## config.mk

```make
export PLATFORM = sky130hd
export DESIGN_NAME = cpu_sequencer
export DESIGN_NICKNAME = d
export VERILOG_FILES = /design/src/rtl/cpu_sequencer_pkg.sv /design/src/rtl/seq_amode_decode.sv /design/src/rtl/cpu_sequencer.sv
export SDC_FILE = /design/constraint.sdc
export NUM_CORES = 1
export LEC_CHECK = 0
export CORE_MARGIN = 1.5
export CORE_UTILIZATION = 40
export CTS_CLUSTER_DIAMETER = 40
export CTS_CLUSTER_SIZE = 24
export DETAILED_ROUTE_END_ITERATION = 7
export GPL_TIMING_DRIVEN = 0
export PLACE_DENSITY = 0.95
export SYNTH_ARGS = -nofsm -noshare
export SYNTH_HDL_FRONTEND = slang
export SYNTH_HIERARCHICAL = 1
export SYNTH_SLANG_ARGS = --single-unit
```

## constraint.sdc

```tcl
create_clock -name clk -period 4.1 [get_ports clk]
set_input_delay 0.41 -clock clk [delete_from_list [all_inputs] [get_ports clk]]
set_output_delay 0.41 -clock clk [all_outputs]
set_load 0.1 [all_outputs]
```

## src/rtl/cpu_sequencer_pkg.sv

```systemverilog
// rtl/cpu_sequencer_pkg.sv - shared register names, state codes and memory-select codes
package cpu_sequencer_pkg;

    // Register addresses used by the sequencer's decode exceptions.
    localparam logic [3:0] PC  = 4'd0;
    localparam logic [3:0] SP  = 4'd1;
    localparam logic [3:0] SR  = 4'd2;
    localparam logic [3:0] CG2 = 4'd3;

    // Decoder instruction formats.
    localparam logic [1:0] FMT_DOUBLE  = 2'b00;
    localparam logic [1:0] FMT_SINGLE  = 2'b01;
    localparam logic [1:0] FMT_JUMP    = 2'b10;
    localparam logic [1:0] FMT_ILLEGAL = 2'b11;

    // Memory address source select.
    localparam logic [1:0] MSEL_PC  = 2'b00;
    localparam logic [1:0] MSEL_SRC = 2'b01;
    localparam logic [1:0] MSEL_DST = 2'b10;
    localparam logic [1:0] MSEL_SP  = 2'b11;

    typedef enum logic [3:0] {
        S_RST   = 4'd0,
        S_FETCH = 4'd1,
        S_SRCX  = 4'd2,
        S_SRCR  = 4'd3,
        S_DSTX  = 4'd4,
        S_DSTR  = 4'd5,
        S_EXEC  = 4'd6,
        S_WB    = 4'd7,
        S_IPC   = 4'd8,
        S_IPCW  = 4'd9,
        S_ISR   = 4'd10,
        S_ISRW  = 4'd11,
        S_IVEC  = 4'd12
    } state_t;

endpackage

```

## src/rtl/seq_amode_decode.sv

```systemverilog
// rtl/seq_amode_decode.sv - addressing-mode to memory-phase decode for the sequencer
//
// Purpose: combinational map from {fmt, As, Ad, srcA} to which memory phases the
// instruction needs, with the constant-generator exceptions folded in.
// Ports:
//   fmt      in  2  decoder format
//   As       in  2  source addressing mode
//   Ad       in  1  destination addressing mode
//   srcA     in  4  source register address
//   src_mem  out 1  source operand comes from memory
//   src_idx  out 1  source needs an index word fetched @PC first
//   src_inc  out 1  source register is post-incremented
//   dst_mem  out 1  destination is a memory location
module seq_amode_decode
    import cpu_sequencer_pkg::*;
(
    input  logic [1:0] fmt,
    input  logic [1:0] As,
    input  logic       Ad,
    input  logic [3:0] srcA,
    output logic       src_mem,
    output logic       src_idx,
    output logic       src_inc,
    output logic       dst_mem
);

    logic const_gen;
    logic has_operand;

    always_comb begin
        // R3 always generates a constant; R2 does so only for As=1x
        // (As=01 on R2 is absolute addressing and still reads memory).
        const_gen   = (srcA == CG2) || ((srcA == SR) && As[1]);
        has_operand = (fmt == FMT_DOUBLE) || (fmt == FMT_SINGLE);

        src_mem = has_operand && (As != 2'b00) && !const_gen;
        src_idx = src_mem && (As == 2'b01);
        src_inc = src_mem && (As == 2'b11);

        // Single-operand instructions write back to wherever the operand came from.
        dst_mem = 1'b0;
        if (fmt == FMT_DOUBLE) begin
            dst_mem = Ad;
        end else if (fmt == FMT_SINGLE) begin
            dst_mem = src_mem;
        end
    end

endmodule

```

## src/rtl/cpu_sequencer.sv

```systemverilog
// rtl/cpu_sequencer.sv - MSP430 core control FSM: fetch, operand, execute, writeback, interrupt entry
//
// Purpose: sequences the RegisterFile strobes and the memory handshake for each
// instruction and for interrupt entry.
// Ports:
//   clk, rst                      clock, asynchronous active-low reset
//   fmt, As, Ad, srcA, dstA       decoded instruction fields
//   no_wb, flags_en, jmp_take     decoded instruction attributes
//   irq, GIE                      interrupt request and global enable
//   mem_rdy                       memory completes current request
//   mem_req, mem_we, mem_sel      memory request, held until mem_rdy
//   ir_load, op_load              IR / operand latch strobes
//   IdxF, IF, SPF, INTACK, Ex,
//   srcInc, dstInc, RW            RegisterFile strobes (one cycle each)
//   state                         current state for debug
module cpu_sequencer
    import cpu_sequencer_pkg::*;
(
    input  logic       clk,
    input  logic       rst,
    input  logic [1:0] fmt,
    input  logic [1:0] As,
    input  logic       Ad,
    input  logic [3:0] srcA,
    input  logic [3:0] dstA,
    input  logic       no_wb,
    input  logic       flags_en,
    input  logic       jmp_take,
    input  logic       irq,
    input  logic       GIE,
    input  logic       mem_rdy,
    output logic       mem_req,
    output logic       mem_we,
    output logic [1:0] mem_sel,
    output logic       ir_load,
    output logic [1:0] op_load,
    output logic       IdxF,
    output logic       IF,
    output logic       SPF,
    output logic       INTACK,
    output logic       Ex,
    output logic       srcInc,
    output logic       dstInc,
    output logic       RW,
    output logic [3:0] state
);

    state_t state_q;
    state_t state_d;

    logic   src_mem;
    logic   src_idx;
    logic   src_inc;
    logic   dst_mem;

    state_t dst_entry;
    state_t src_entry;
    state_t boundary;
    logic   illegal_body;
    logic   jump_wb;

    seq_amode_decode u_amode (
        .fmt     (fmt),
        .As      (As),
        .Ad      (Ad),
        .srcA    (srcA),
        .src_mem (src_mem),
        .src_idx (src_idx),
        .src_inc (src_inc),
        .dst_mem (dst_mem)
    );

    always_ff @(posedge clk or negedge rst) begin
        if (!rst) begin
            state_q <= S_RST;
        end else begin
            state_q <= state_d;
        end
    end

    assign state = state_q;

    // Phase entry points, shared by several states.
    always_comb begin
        // Only double-operand instructions have a separate destination phase.
        dst_entry = ((fmt == FMT_DOUBLE) && dst_mem) ? S_DSTX : S_EXEC;
        if (!src_mem) begin
            src_entry = dst_entry;
        end else if (src_idx) begin
            src_entry = S_SRCX;
        end else begin
            src_entry = S_SRCR;
        end
        // irq is looked at only here, so a request arriving mid-instruction waits.
        boundary = (irq && GIE) ? S_IPC : S_FETCH;
        // The decoder points dstA at PC for jumps; a non-PC target is not a branch.
        jump_wb  = jmp_take && (dstA == PC);
        illegal_body = (fmt == FMT_ILLEGAL) &&
                       (state_q inside {S_SRCX, S_SRCR, S_DSTX, S_DSTR, S_EXEC, S_WB});
    end

    always_comb begin
        state_d = state_q;
        mem_req = 1'b0;
        mem_we  = 1'b0;
        mem_sel = MSEL_PC;
        ir_load = 1'b0;
        op_load = 2'b00;
        IdxF    = 1'b0;
        IF      = 1'b0;
        SPF     = 1'b0;
        INTACK  = 1'b0;
        Ex      = 1'b0;
        srcInc  = 1'b0;
        dstInc  = 1'b0;
        RW      = 1'b0;

        if (illegal_body) begin
            // Illegal opcode behaves as a NOP: abandon the body silently.
            state_d = S_FETCH;
        end else begin
            case (state_q)
                S_RST: begin
                    state_d = S_FETCH;
                end

                S_FETCH: begin
                    mem_req = 1'b1;
                    mem_sel = MSEL_PC;
                    if (mem_rdy) begin
                        IF      = 1'b1;
                        ir_load = 1'b1;
                        state_d = (fmt == FMT_ILLEGAL) ? S_FETCH : src_entry;
                    end
                end

                S_SRCX: begin
                    mem_req = 1'b1;
                    mem_sel = MSEL_PC;
                    if (mem_rdy) begin
                        IdxF    = 1'b1;
                        state_d = S_SRCR;
                    end
                end

                S_SRCR: begin
                    mem_req = 1'b1;
                    mem_sel = MSEL_SRC;
                    if (mem_rdy) begin
                        op_load[0] = 1'b1;
                        srcInc     = src_inc;
                        state_d    = dst_entry;
                    end
                end

                S_DSTX: begin
                    mem_req = 1'b1;
                    mem_sel = MSEL_PC;
                    if (mem_rdy) begin
                        IdxF    = 1'b1;
                        state_d = S_DSTR;
                    end
                end

                S_DSTR: begin
                    mem_req = 1'b1;
                    mem_sel = MSEL_DST;
                    if (mem_rdy) begin
                        op_load[1] = 1'b1;
                        state_d    = S_EXEC;
                    end
                end

                S_EXEC: begin
                    Ex = flags_en && (fmt != FMT_JUMP);
                    if (fmt == FMT_JUMP) begin
                        RW = jump_wb;
                    end else begin
                        RW = !dst_mem && !no_wb;
                    end
                    state_d = (dst_mem && !no_wb) ? S_WB : boundary;
                end

                S_WB: begin
                    mem_req = 1'b1;
                    mem_we  = 1'b1;
                    mem_sel = (fmt == FMT_SINGLE) ? MSEL_SRC : MSEL_DST;
                    if (mem_rdy) begin
                        state_d = boundary;
                    end
                end

                S_IPC: begin
                    SPF     = 1'b1;
                    state_d = S_IPCW;
                end

                S_IPCW: begin
                    mem_req = 1'b1;
                    mem_we  = 1'b1;
                    mem_sel = MSEL_SP;
                    if (mem_rdy) begin
                        state_d = S_ISR;
                    end
                end

                S_ISR: begin
                    SPF     = 1'b1;
                    state_d = S_ISRW;
                end

                S_ISRW: begin
                    mem_req = 1'b1;
                    mem_we  = 1'b1;
                    mem_sel = MSEL_SP;
                    if (mem_rdy) begin
                        state_d = S_IVEC;
                    end
                end

                S_IVEC: begin
                    INTACK  = 1'b1;
                    state_d = S_FETCH;
                end

                default: begin
                    state_d = S_FETCH;
                end
            endcase
        end
    end

endmodule

```

# Word-level counts from Yosys, hierarchy flattened
# Cells that the tools add are included.
# word_totals
elab_cells	101
input_bits	21
reg_bits	4
out_inout_bits	19
# op_classes
eq_ne	28
n_reduce_logical	27
mux	45
# ops
op	n
4-bit 2-to-1 mux	12
4-bit one-hot mux with 11 select lines	1
1-bit 2-to-1 mux	26
3-bit inequality test (second input constant)	8
4-bit == test (second input constant)	5
4-bit by 2-bit == test with 1-bit output (second input constant)	4
4-bit by 3-bit == test with 1-bit output (second input constant)	4
1-bit logical AND	12
2-bit 2-to-1 mux	4
2-bit one-hot mux with 4 select lines	1
8-bit AND reduction	1
8-bit OR reduction	1
2-bit == test (second input constant)	3
6-bit nonzero test	1
2-bit OR reduction	3
2-bit by 1-bit == test with 1-bit output (second input constant)	2
4-bit by 1-bit == test with 1-bit output (second input constant)	1
4-bit logical NOT	1
1-bit logical NOT	3
3-bit 2-to-1 mux	1
3-bit OR reduction	1
2-bit logical NOT	1
1-bit logical OR	2
2-bit inequality test (second input constant)	1
2-bit nonzero test	1

# Longest topological paths before layout
# logic_depth
depth_word	14
mapped_depth	8
ltp_nobuf	8

# By module
# The synthesis kept the hierarchy.
# by_module_without_submodules
module	instances	seq_area_each_um2	area_each_um2	cells_per_inst
cpu_sequencer	1	100.1	613.1	92
seq_amode_decode	1	0.0	70.1	10

# Worst setup path before layout
# OpenSTA, ideal clock, no wires.
# synth_path
path_type	register to output
from	register state_q[0], in the netlist state[0]
to	output ir_load
t_arrival_ns	4.431
required_ns	3.690
stages_incl_launch_ff	5
path_buffers	2
slack_ns	-0.741
cell_sequence	dfrtp_1 -> buf_4 -> or3b_1 -> nor3b_1 -> buf_4
# synth_between
elab_chain_cells	4
elab_cells_between_ends	11
classes_between	eq/ne: 7; mux: 2; reduce/logical: 2
# synth_rtl
element	line_no	text
from (decl)	cpu_sequencer.sv:48	state_t state_q;
from (signal assigned)	cpu_sequencer.sv:77	state_q <= state_d;
4-bit by 2-bit == test with 1-bit output or 4-bit by 3-bit == test with 1-bit output (tied branches)	cpu_sequencer.sv:99	(state_q inside {S_SRCX, S_SRCR, S_DSTX, S_DSTR, S_EXEC, S_WB});
6-bit nonzero test	cpu_sequencer.sv:99	
1-bit logical AND	cpu_sequencer.sv:98	illegal_body = (fmt == FMT_ILLEGAL) &&
1-bit 2-to-1 mux (*)	-	
to (decl)	cpu_sequencer.sv:35	output logic ir_load,
# Every way passes the cells marked *; elsewhere a longest branch is shown, timed or not.

# Worst setup path in the final report
# layout_path
from	input fmt[1]
to	output srcInc
# layout_between
elab_chain_cells	8
elab_cells_between_ends	11
classes_between	eq/ne: 2; mux: 3; reduce/logical: 6
# layout_rtl
element	line_no	text
from (decl)	cpu_sequencer.sv:21	input logic [1:0] fmt,
2-bit by 1-bit == test with 1-bit output or 2-bit logical NOT (tied branches)	seq_amode_decode.sv:34	has_operand = (fmt == FMT_DOUBLE) || (fmt == FMT_SINGLE);
1-bit logical OR	seq_amode_decode.sv:34	
1-bit logical AND (2 in a row)	seq_amode_decode.sv:36	src_mem = has_operand && (As != 2'b00) && !const_gen;
1-bit logical AND	seq_amode_decode.sv:38	src_inc = src_mem && (As == 2'b11);
1-bit 2-to-1 mux	cpu_sequencer.sv:149	if (mem_rdy) begin
1-bit 2-to-1 mux	cpu_sequencer.sv:122	case (state_q)
1-bit 2-to-1 mux (*)	cpu_sequencer.sv:118	if (illegal_body) begin
to (decl)	cpu_sequencer.sv:42	output logic srcInc,
# Marked as above.

==> results.md <==
- The number of global-route vias before repair is 900.
- The worst setup skew after layout is 1.256 ps.
- The area share of the leading cell type in the synthesized netlist is 14.65%.
- The leakage power is 0.4451 nW.
- The register area share after synthesis is 14.65%.
- The hold violation count in the final report is 0.
- The most numerous cell in the Yosys netlist is sky130_fd_sc_hd__nor2_1.
- Buffers placed on the I/O ports in this run total 38.
- Setup violations remaining at the end of the flow were counted as 0.
- Counting instances in the post-synthesis netlist gives the leading cell types as 12 x sky130_fd_sc_hd__nor2_1, 10 x sky130_fd_sc_hd__nand2_1, 8 x sky130_fd_sc_hd__a21oi_1.
- After the first detailed-routing iteration, the DRC count stood at 92.
- Derived from the worst setup path, the maximum achievable clock frequency is 282.0 MHz.
- By startpoint and endpoint, the worst setup path is classified as in -> out.
- 0 antenna diodes ended up in the layout.
- Yosys printed 6 warnings.
- The final reports fail on DRC.
- The floorplan step defined a die boundary enclosing 1965 um2.
- The routability congestion estimate is 0.9613.
- In this run the number of H-tree levels came out at 1.
- The number of antenna violations at the first check in global routing came to 0.
- The smallest setup slack after layout is 553.9 ps.
- For the worst-skew pair, the clock arrives at the later sink with an insertion delay of 230 ps.
- Across the run, the number of max-cap violations was 0.
- The number of flip-flops under the largest register name is 4.
- The clock passes through at most 2 buffers.
- The worst voltage drop across the vdd grid is 379.7 uV.
- The placement row count is 14.
- The number of instances in the synthesized netlist is 102.
- The number of flops mapped to enable cells by yosys is 0.
- The post-route netlist has 14.69% of its cells at a drive strength greater than 1.
- Counting every sink on the clock net gives 4.
- The finished layout cell area is 1126 um2.
- The biggest area contributor in the post-synthesis netlist is sky130_fd_sc_hd__dfrtp_1.
- Summed over all layers, the global routing overflow is 0.
- The count of pins over their slew limit came to 0.
- The average vias per placed instance is 6.082.
- The shortest period the worst path allows is 3546 ps.
- Summed over all nets, the half-perimeter wirelength after detailed placement is 1832 um.
- The worst hold-check path type is in -> async.
- The final wirelength is 2319 um.
- The most frequently used flop master after synthesis is sky130_fd_sc_hd__dfrtp_1.
- For this configuration, the core starts out at a cell density of 43.82%.
- The routed wirelength normalized by instance count is 14.58 um.
- The critical path startpoint is fmt[1].
- The run finished, with violations left.
- Yosys mapped the design onto 41 distinct sky130hd cell types.
- The total number of vias is 967.
- By area the synthesized netlist is led by sky130_fd_sc_hd__dfrtp_1 15%, sky130_fd_sc_hd__nor2_1 6.6%, sky130_fd_sc_hd__a21oi_1 5.9%.
- The worst register-to-register path begins at state[0].
- The number of synthesized register bits is 4.
- STA puts the critical path data required time at 3690 ps.
- Counting the buffers created by CTS gives 3.
- Post-CTS timing repair inserted 0 buffers for setup.
- The critical path data arrival time is 3140 ps.
- The top-level I/O count is 40.
- STA classifies the critical path startpoint as an input port.
- The remaining routing DRC violations is 2.
- The first-pass GRT wire length is 3829 um.
- The average footprint of a synthesized cell is 6.698 um2.
- The synthesized netlist net count is 123.
- The master cell of the clock root buffer is sky130_fd_sc_hd__clkbuf_4.
- The area after detailed placement is 1104 um2.
- The count of nets left with antenna violations once routing finished came out at 0.
- The largest net degree at the start of global routing is 11.
- Before antenna repair, the detailed router went through 6 iterations.
- The worst setup timing slack at the placement stage is 572.1 ps.
- Setup repair after global routing left no endpoint under its margin.
- In this run the horizontal extent of the chip is 44.33 um.
- The post-cts sizing count is 0.
- The number of hold buffers added after CTS was 0.
- After synthesis the cells add up to 683.2 um2.
- In this run the power density over the cells is 746.8 nW/um2.
- The relative slew slack is 34.86%.
- The area overhead of the layout relative to synthesis is 64.84%.
- The core region is 1559 um2.
- STA classifies the critical path endpoint as an output pin.
- The global-route total usage across every layer is 25.65%.
- The floorplan step set the die height to 44.33 um.
- Clock-pin slew was measured on the worst setup and hold paths at 40 ps.
- Dividing the final minimum period by the clock period gives 86.49%.
- In this run the worst path has a maximum fanout of 8.
- Hold timing on the final database bottoms out at a slack of 387.1 ps.
- The transition time at the pin with the least slew margin is 974.1 ps.
- TritonCTS built the clock tree.
- The share of flip-flops with an asynchronous set or reset is 100.0%.
- The net count of the finished layout is 166.
## where the power goes
group / total, mW / switching (mW) / internal, mW
combinational: 0.731 / 0.531 / 0.200
sequential: 0.0635 / 0.00923 / 0.0543
clock: 0.0468 / 0.0142 / 0.0326
total: 0.841 / 0.554 / 0.287
## cells by family (layout without fill, tap and decap cells)
family	count (synthesis)	in the layout	share of synthesized area [%]
compound gates	34	34	34.62
xor+xnor	1	1	1.282
other cells	1	1	0.5489
flops	4	4	14.65
simple gates	47	47	36.81
buf+inv	15	56	12.09
## cells in the final DEF, fill, tap and decap left out, types with 2 or more instances in the layout
master / count
sky130_fd_sc_hd__o21ai_0: 7
sky130_fd_sc_hd__clkbuf_4: 3
sky130_fd_sc_hd__dfrtp_1: 4
sky130_fd_sc_hd__nor3b_1: 2
sky130_fd_sc_hd__a21oi_1: 8
sky130_fd_sc_hd__nor2b_1: 2
sky130_fd_sc_hd__o21ai_1: 3
sky130_fd_sc_hd__nand3_1: 3
sky130_fd_sc_hd__a21oi_2: 2
sky130_fd_sc_hd__nor2_1: 12
sky130_fd_sc_hd__nor3b_2: 2
sky130_fd_sc_hd__buf_4: 4
sky130_fd_sc_hd__inv_1: 5
sky130_fd_sc_hd__buf_2: 3
sky130_fd_sc_hd__and2_1: 2
sky130_fd_sc_hd__a22o_1: 3
sky130_fd_sc_hd__nand2b_1: 2
sky130_fd_sc_hd__nor3_1: 5
sky130_fd_sc_hd__clkdlybuf4s50_1: 38
sky130_fd_sc_hd__nand2_1: 10
## cell type report
class	instances	area [um2]
clock buffers	3	22.52
plain buffers	9	60.06
fillers	113	432.9
multi-input cells	83	520.5
inverters	6	22.52
flip-flops and latches	4	100.1
well taps	16	20.02
repair buffers	38	380.4
## critical path, stage by stage
cell	delay (ps)
sky130_fd_sc_hd__clkdlybuf4s50_1	510
sky130_fd_sc_hd__buf_6	190
sky130_fd_sc_hd__a21oi_2	370
sky130_fd_sc_hd__nand2_1	180
sky130_fd_sc_hd__nor4_4	180
sky130_fd_sc_hd__and2_1	160
sky130_fd_sc_hd__clkdlybuf4s50_1	1130
## metal layers
layer | up-vias | GRT usage (%) | wire [um]
met5 | - | 0 | 0
met4 | 0 | 10.91 | 82
met3 | 14 | 4.490 | 197
met2 | 71 | 42.06 | 1138
met1 | 432 | 33.00 | 900
li1 | 450 | - | -
## path summary, 6_finish.rpt
kind | to | slack (ps) | cells past startpoint
max | srcInc | 550 | 7
min | state[0] | 390 | 1
max reg2reg | state[0] | 2520 | 6
min reg2reg | state[3] | 830 | 3
max in group asynchronous | state[1] | 3540 | 1
min in group clk | state[3] | 830 | 3
## stage by stage
| stage | std cells | util [%] | total power, mW | setup TNS [ps] |
|---|---|---|---|---|
| final | 159 | 72.23 | 0.8410 | 0 |
| after global routing | 159 | 72.23 | 0.8778 | 0 |
| after CTS | 159 | 72.23 | 0.8326 | 0 |
| after detailed placement | 156 | 70.79 | 0.7829 | 0 |
| after global placement | 156 | 70.79 | 0.7641 | 0 |
| after floorplan | 102 | - | 0.6244 | -38.30 |
Power figures use the tool's default switching activity.
